<file path="src/rtl/aes_stream_loader.sv">
// AES stream loader: gathers key and text words from an upstream stream, starts AES_TOP,
// captures its encryption and decryption results and streams them downstream.
module aes_stream_loader #(
  parameter int unsigned TIMEOUT = 1023
) (
  input  logic         i_clk,
  input  logic         i_rst,
  input  logic [1:0]   i_cfg_mode,
  input  logic         i_in_valid,
  output logic         o_in_ready,
  input  logic [31:0]  i_in_data,
  output logic [255:0] o_aes_key,
  output logic [127:0] o_aes_intxt,
  output logic [3:0]   o_aes_nk,
  output logic [3:0]   o_aes_nr,
  output logic         o_aes_keyvalid,
  input  logic [127:0] i_aes_outtxt,
  input  logic         i_aes_enc_finish,
  input  logic         i_aes_dec_finish,
  output logic         o_out_valid,
  input  logic         i_out_ready,
  output logic [31:0]  o_out_data,
  output logic         o_out_last,
  output logic         o_out_is_dec,
  output logic         o_busy,
  output logic         o_err
);
  localparam int unsigned CntW = $clog2(TIMEOUT + 1);

  typedef enum logic [2:0] {StIdle, StLoadKey, StLoadTxt, StStart, StWait, StDrain} state_e;

  state_e          r_state, w_state_d;
  logic [1:0]      r_mode;
  logic [255:0]    r_key;
  logic [127:0]    r_txt;
  logic [2:0]      r_widx;
  logic            r_enc_flag, r_dec_flag;
  logic [127:0]    r_enc_buf, r_dec_buf;
  logic            r_enc_full, r_dec_full;
  logic            r_enc_seen, r_dec_seen;
  logic [1:0]      r_oidx;
  logic            r_osel;
  logic [CntW-1:0] r_tcnt;

  logic            w_xfer, w_active, w_enc_evt, w_dec_evt, w_timeout, w_cur_full, w_ohs;
  logic [2:0]      w_nk_m1;
  logic [127:0]    w_cur_buf;

  // Key-size decode from the latched mode; reserved mode behaves as AES-128.
  always_comb begin
    o_aes_nk = 4'd4;
    o_aes_nr = 4'd10;
    w_nk_m1  = 3'd3;
    unique case (r_mode)
      2'b01: begin o_aes_nk = 4'd6; o_aes_nr = 4'd12; w_nk_m1 = 3'd5; end
      2'b10: begin o_aes_nk = 4'd8; o_aes_nr = 4'd14; w_nk_m1 = 3'd7; end
      default: ;
    endcase
  end

  assign o_in_ready = !i_rst && (r_state == StIdle || r_state == StLoadKey ||
                                 r_state == StLoadTxt);
  assign w_xfer     = i_in_valid && o_in_ready;
  assign w_active   = (r_state == StWait) || (r_state == StDrain);
  // Finish flags are levels; only their rising edge counts, and only after START.
  assign w_enc_evt  = w_active && i_aes_enc_finish && !r_enc_flag;
  assign w_dec_evt  = w_active && i_aes_dec_finish && !r_dec_flag;
  assign w_timeout  = w_active && (!r_enc_seen || !r_dec_seen) && !w_enc_evt && !w_dec_evt &&
                      (r_tcnt == CntW'(TIMEOUT - 1));

  assign w_cur_full   = r_osel ? r_dec_full : r_enc_full;
  assign w_cur_buf    = r_osel ? r_dec_buf : r_enc_buf;
  assign o_out_valid  = (r_state == StDrain) && w_cur_full;
  assign w_ohs        = o_out_valid && i_out_ready;
  assign o_out_data   = o_out_valid ? w_cur_buf[7'd127 - {r_oidx, 5'd0} -: 32] : 32'd0;
  assign o_out_last   = o_out_valid && (r_oidx == 2'd3);
  assign o_out_is_dec = o_out_valid && r_osel;

  assign o_aes_key      = r_key;
  assign o_aes_intxt    = r_txt;
  assign o_aes_keyvalid = (r_state == StStart);
  assign o_busy         = (r_state != StIdle);
  assign o_err          = w_timeout;

  // State register.
  always_ff @(posedge i_clk) begin
    if (i_rst) r_state <= StIdle;
    else       r_state <= w_state_d;
  end

  // Next-state logic; a timeout aborts from any waiting state.
  always_comb begin
    w_state_d = r_state;
    unique case (r_state)
      StIdle:    if (w_xfer) w_state_d = StLoadKey;
      StLoadKey: if (w_xfer && r_widx == w_nk_m1) w_state_d = StLoadTxt;
      StLoadTxt: if (w_xfer && r_widx == 3'd3) w_state_d = StStart;
      StStart:   w_state_d = StWait;
      StWait:    if (r_enc_full) w_state_d = StDrain;
      StDrain:   if (w_ohs && r_osel && r_oidx == 2'd3) w_state_d = StIdle;
      default:   w_state_d = StIdle;
    endcase
    if (w_timeout) w_state_d = StIdle;
  end

  // Word loading, finish capture, drain sequencing and timeout counting.
  always_ff @(posedge i_clk) begin
    if (i_rst) begin
      r_mode     <= 2'b00;
      r_key      <= '0;
      r_txt      <= '0;
      r_widx     <= '0;
      r_enc_flag <= 1'b0;
      r_dec_flag <= 1'b0;
      r_enc_buf  <= '0;
      r_dec_buf  <= '0;
      r_enc_full <= 1'b0;
      r_dec_full <= 1'b0;
      r_enc_seen <= 1'b0;
      r_dec_seen <= 1'b0;
      r_oidx     <= '0;
      r_osel     <= 1'b0;
      r_tcnt     <= '0;
    end else begin
      r_enc_flag <= i_aes_enc_finish;
      r_dec_flag <= i_aes_dec_finish;

      if (w_xfer) begin
        if (r_state == StIdle) begin
          // Clearing the whole key keeps the unused tail zero for shorter keys.
          r_mode <= i_cfg_mode;
          r_key  <= {i_in_data, 224'd0};
          r_txt  <= '0;
          r_widx <= 3'd1;
        end else if (r_state == StLoadKey) begin
          r_key[8'd255 - {r_widx, 5'd0} -: 32] <= i_in_data;
          r_widx <= (r_widx == w_nk_m1) ? 3'd0 : r_widx + 3'd1;
        end else begin
          r_txt[7'd127 - {r_widx[1:0], 5'd0} -: 32] <= i_in_data;
          r_widx <= (r_widx == 3'd3) ? 3'd0 : r_widx + 3'd1;
        end
      end

      if (r_state == StStart) begin
        r_tcnt     <= '0;
        r_enc_seen <= 1'b0;
        r_dec_seen <= 1'b0;
        r_oidx     <= '0;
        r_osel     <= 1'b0;
      end else if (w_active) begin
        r_tcnt <= (w_enc_evt || w_dec_evt) ? '0 : r_tcnt + CntW'(1);
      end

      if (w_ohs) begin
        r_oidx <= r_oidx + 2'd1;
        if (r_oidx == 2'd3) begin
          if (r_osel) begin
            r_dec_full <= 1'b0;
            r_osel     <= 1'b0;
          end else begin
            r_enc_full <= 1'b0;
            r_osel     <= 1'b1;
          end
        end
      end

      if (w_enc_evt) begin
        r_enc_buf  <= i_aes_outtxt;
        r_enc_full <= 1'b1;
        r_enc_seen <= 1'b1;
      end
      if (w_dec_evt) begin
        r_dec_buf  <= i_aes_outtxt;
        r_dec_full <= 1'b1;
        r_dec_seen <= 1'b1;
      end

      if (w_timeout) begin
        r_enc_buf  <= '0;
        r_dec_buf  <= '0;
        r_enc_full <= 1'b0;
        r_dec_full <= 1'b0;
        r_oidx     <= '0;
        r_osel     <= 1'b0;
      end
    end
  end

endmodule

</file>
<file path="config.mk">
export PLATFORM = sky130hd
export DESIGN_NAME = aes_stream_loader
export DESIGN_NICKNAME = d
export VERILOG_FILES = /design/src/rtl/aes_stream_loader.sv
export SDC_FILE = /design/constraint.sdc
export NUM_CORES = 1
export LEC_CHECK = 0
export ABC_AREA = 1
export CORE_MARGIN = 2
export CORE_UTILIZATION = 49
export CTS_BUF_LIST = sky130_fd_sc_hd__clkbuf_16
export CTS_CLUSTER_SIZE = 10
export DETAILED_ROUTE_END_ITERATION = 6
export PLACE_DENSITY = 0.75
export SLEW_MARGIN = 10
export SYNTH_ARGS = -nofsm -noshare
export SYNTH_HDL_FRONTEND = slang
export SYNTH_SLANG_ARGS = --single-unit
</file>
<file path="constraint.sdc">
create_clock -name i_clk -period 2.9 [get_ports i_clk]
set_input_delay 0.435 -clock i_clk [delete_from_list [all_inputs] [get_ports i_clk]]
set_output_delay 0.435 -clock i_clk [all_outputs]
set_load 0.01 [all_outputs]
</file>
==> implementation parameters <==
Parameter                              Value

Min path
  Cell depth of the worst hold path    5
  Worst hold-check path type    in2reg
  Hold_sp    i_rst
  Sink of the worst hold path    r_widx[2]$_SDFFE_PP0N_

CTS
  Clock Tree Buf Depth    3
  Num CTS Buffers    77
  H-tree depth    3
  CTS Sinks    between 600 and 700
  Cell chosen for the clock root    sky130_fd_sc_hd__clkbuf_16
  TritonCTS clock tree    built
  CTS hold repair buffers    0
  Worst-skew pair later-pin latency    between 0.6 and 0.7 ns
  Clock-pin transition on the worst setup and hold timing paths    roughly 0.060 ns

Power
  Combinational share of power    0.277
  LEAKAGE    ~0.013 uW
  VDD IR-drop max    0.000482 V
  Cell-internal power    17800 uW
  Total power consumption of the routed design    26600 uW
  Part of the total power dissipated in the clock network    0.323
  Pwr/cell area    726 nW/um^2
  Net switching power    around 8800 uW
  Net switching share of the total power    0.330
  Portion of total power attributed to sequential cells    0.400

STA
  Slew Viols, Final    0
  Worst-case clock skew    0.0192 ns
  Headroom to the max-slew limit    0.276
  Post-route clock period utilization    1.00
  Number of endpoints failing setup at the final stage    1
  Transition time of the tightest slew-check pin    roughly 1.1 ns
  Fin crit period    just under 3 ns
  Peak clock frequency supported by timing    between 300 and 400 MHz
  Worst path setup slack after routing    -0.00375 ns
  Final Hold Vio Count    0
  Unrepaired setup endpoints after global routing    yes

Critical path
  Chain of cells forming the critical path    clkinv_2, bufbuf_16, o21ai_0, o22ai_1, o21ai_0, a31oi_1, buf_2
  Family with the most delay on the worst path    compound AO/OA/AOI/OAI gates
  Critical Path Slowest Stage Cell    sky130_fd_sc_hd__a31oi_1
  Worst path most repeated cell    sky130_fd_sc_hd__o21ai_0
  Worst-case register-to-register setup slack    around 0.37 ns
  Cells on worst reg2reg path    9
  Arrival time of the worst setup path    around 2.5 ns
  Critical path data required time    2.47 ns
  Path type of the worst setup path    reg2out
  Largest fanout on the critical path    26
  Worst setup EP type    output port
  Kind of start point of the critical path    flop
  Stage delay of the slowest cell on the critical path    0.36 ns
  Combined buffer and inverter count along the critical path    3
  Critical register-to-register path startpoint    r_widx[1]$_SDFFE_PP0N_
  R2r endpoint    o_aes_key[249]$_SDFFE_PP0P_

Yosys
  Share of synthesized area occupied by flip-flops and latches    0.479
  Instance count of the mapped netlist    between 3000 and 4000
  Post-synthesis register bit count    approximately 670
  Mapped cell area    roughly 28000 sq um
  Mean Syn Cell Area    roughly 7.1 sq um
  Warning count from the yosys run    0
  Unique cell type count in the Yosys netlist    40

Routing
  Count of vias placed by the detailed router    29700
  Router iterations before antenna repair    7
  Total wirelength of the detailed-routed design    between 100000 and 150000 um
  Count of unresolved DRC violations after routing    2
  Violation count after the first detailed-route iteration    ~3600
  Routed len/inst    ~22 um
  Post-route ant nets    0
  Via density    5.80

Global route
  Global-route congestion overflow total    0
  GRT Resource Usage Total    0.355
  Global-route wire length before repair    approximately 160000 um
  Maximum number of pins on one net before global-route repair    slightly below 200
  Via count of the first global-routing pass    ~26000
  Antenna violations before repair    5

Cells and area
  Number of nets in the layout    ~4500
  Fraction of layout instances using a drive strength above 1    0.0595
  Area of the multi-input gates    roughly 13000 sq um
  Syn-to-layout area delta    31.4%
  Util after Layout    0.650
  Filler cell count in the final layout    roughly 5000
  Register Area    approximately 13000 sq um
  Area of all placed cells without fillers    36700 sq um

Die
  Rows    87
  Die width    about 240 um
  Number of placed I/O pins    between 500 and 600
  Die Span Y    around 240 um
  Die footprint    58900 sq um
  Core region area    56400 sq um
  Starting density of the core    0.495

Place
  Worst slack at placement    approximately 0.27 ns
  Quantity of I/O buffers inserted on ports    595
  GP Congestion    around 0.95
  Cell area reported after detailed placement    between 30000 and 40000 sq um
  Final HPWL from detailed placement    about 74000 um

Flow run
  Reported max-cap violation count    0

Run status
  Outcome    complete, but fails checks
  Violated checks    design-rule violations, negative setup slack
power by group through the flow:
stage	Combinational (uW)	Sequential [uW]	Clock, uW
floorplan	3480	11100	0
global placement	7130	10800	0
detailed placement	7210	10800	0
CTS	7250	10600	8660
global route	7890	10700	9030
finish	7360	10700	8600
synth_stat cells (all sizes together):
cell     instances  share of area
o21a             1        0.00027
o2111ai          2        0.00063
inv            148          0.020
dfxtp          667           0.48
o21bai           1        0.00027
nand2          727          0.099
a2bb2oi          1        0.00031
nand3b           1        0.00027
xnor2            1        0.00031
nand4           70          0.016
nor3            40         0.0084
o31ai            1        0.00027
a31oi           32         0.0072
o22ai           66          0.015
buf            130          0.026
a21oi          481          0.086
o21ai          528          0.095
or2              1        0.00022
nand3          105          0.019
a21boi           1        0.00027
xor2             3        0.00094
clkbuf         199          0.027
clkinv           2        0.00027
conb             2        0.00027
nor2           681          0.093
nor3b            1        0.00027
ha              13         0.0058
kinds of logic after synthesis:
group	share of synthesized area
xor+xnor	0.00126
buf+inv	0.0725
simple gates	0.236
other cells	0.000269
compound gates	0.205
fa+ha+maj	0.00583
flops	0.479
worst register-to-register path, cell delays in order (launching register included):
cell and delay [ns]:
sky130_fd_sc_hd__dfxtp_1 0.51, sky130_fd_sc_hd__inv_2 0.22, sky130_fd_sc_hd__ha_1 0.27, sky130_fd_sc_hd__inv_1 0.14, sky130_fd_sc_hd__nor2_1 0.06, sky130_fd_sc_hd__nor2_1 0.12
sky130_fd_sc_hd__nor2_2 0.06, sky130_fd_sc_hd__inv_1 0.78, sky130_fd_sc_hd__nor2_1 0.18, sky130_fd_sc_hd__nor2_1 0.13
layout make-up:
class | instances | share of cell area
antenna | 7 | 0.000478
sequential | 667 | 0.364
clock inverter | 14 | 0.00225
multi-input combinational | 2760 | 0.345
timing repair buffer | 682 | 0.190
tap | 756 | 0.0258
inverter | 150 | 0.0158
clock buffer | 81 | 0.0553
stage by stage:
stage          hold slack, ns  cells  setup TNS, ns
3_5_place_dp            0.449   5004              0
2_1_floorplan           0.436   3906              0
5_1_grt                 0.405   5114        -0.0507
4_1_cts                 0.373   5108         -0.858
3_3_place_gp            0.445   5004              0
6_report                0.395   5117       -0.00375
metal layers:
| layer | up-vias | GRT usage | part of all wire |
|---|---|---|---|
| li1 | 13800 | - | - |
| met1 | 13900 | 0.449 | 0.38 |
| met2 | 1778 | 0.560 | 0.45 |
| met3 | 282 | 0.0812 | 0.11 |
| met4 | 2 | 0.200 | 0.062 |
| met5 | - | 0 | 0.000091 |
worst max path at each step:
stage | from | to | slack [ns] | depth (start not counted)
CTS | r_osel$_SDFF_PP0_ | o_out_data[21] | -0.16 | 6
detailed placement | r_osel$_SDFF_PP0_ | o_out_data[21] | 0.27 | 7
global placement | r_osel$_SDFF_PP0_ | o_out_data[21] | 0.25 | 7
global route | r_osel$_SDFF_PP0_ | o_out_data[16] | -0.02 | 8
floorplan | r_widx[2]$_SDFFE_PP0N_ | o_aes_key[152]$_SDFFE_PP0P_ | 0.73 | 10
finish | r_oidx[0]$_SDFFE_PP0P_ | o_out_data[14] | -0.004 | 7
state kept, by name, indices dropped and copies added (netlist names):
| name | cells |
|---|---|
| o_aes_key | 256 |
| o_aes_intxt | 128 |
| r_dec_buf | 128 |
| r_enc_buf | 128 |
| r_tcnt | 10 |
| r_state | 3 |
| r_widx | 3 |
| r_mode | 2 |
| r_oidx | 2 |
| r_dec_flag | 1 |
| r_dec_full | 1 |
| r_dec_seen | 1 |
| r_enc_flag | 1 |
| r_enc_full | 1 |
| r_enc_seen | 1 |
| r_osel | 1 |
cells in the final DEF, fill, tap and decap left out, types with 5 or more instances in the layout:
cell type / count
sky130_fd_sc_hd__ha_1: 13
sky130_fd_sc_hd__clkbuf_16: 81
sky130_fd_sc_hd__o22ai_1: 56
sky130_fd_sc_hd__dlygate4sd2_1: 9
sky130_fd_sc_hd__inv_1: 142
sky130_fd_sc_hd__nand2_1: 718
sky130_fd_sc_hd__o21ai_1: 84
sky130_fd_sc_hd__clkbuf_2: 9
sky130_fd_sc_hd__dfxtp_1: 662
sky130_fd_sc_hd__a31oi_1: 28
sky130_fd_sc_hd__o21ai_0: 438
sky130_fd_sc_hd__buf_2: 6
sky130_fd_sc_hd__buf_12: 20
sky130_fd_sc_hd__o21ai_2: 5
sky130_fd_sc_hd__nand3_1: 104
sky130_fd_sc_hd__nor3_1: 37
sky130_fd_sc_hd__nand2_2: 6
sky130_fd_sc_hd__nand4_1: 70
sky130_fd_sc_hd__a21oi_1: 478
sky130_fd_sc_hd__buf_4: 55
sky130_fd_sc_hd__nor2_2: 7
sky130_fd_sc_hd__clkdlybuf4s50_1: 561
sky130_fd_sc_hd__clkinv_2: 5
sky130_fd_sc_hd__o22ai_2: 10
sky130_fd_sc_hd__nor2_1: 670
sky130_fd_sc_hd__diode_2: 7
sky130_fd_sc_hd__inv_2: 10
what timing repair did:
item	4_1_cts	5_1_grt
setup endpoints to repair	34	25
gates cloned	6	0
setup buffers	3	2
pin swaps	4	2
gates resized for setup	92	47
endpoints found under the hold margin	0	0
No activity file was read; power rests on OpenSTA's default activity.
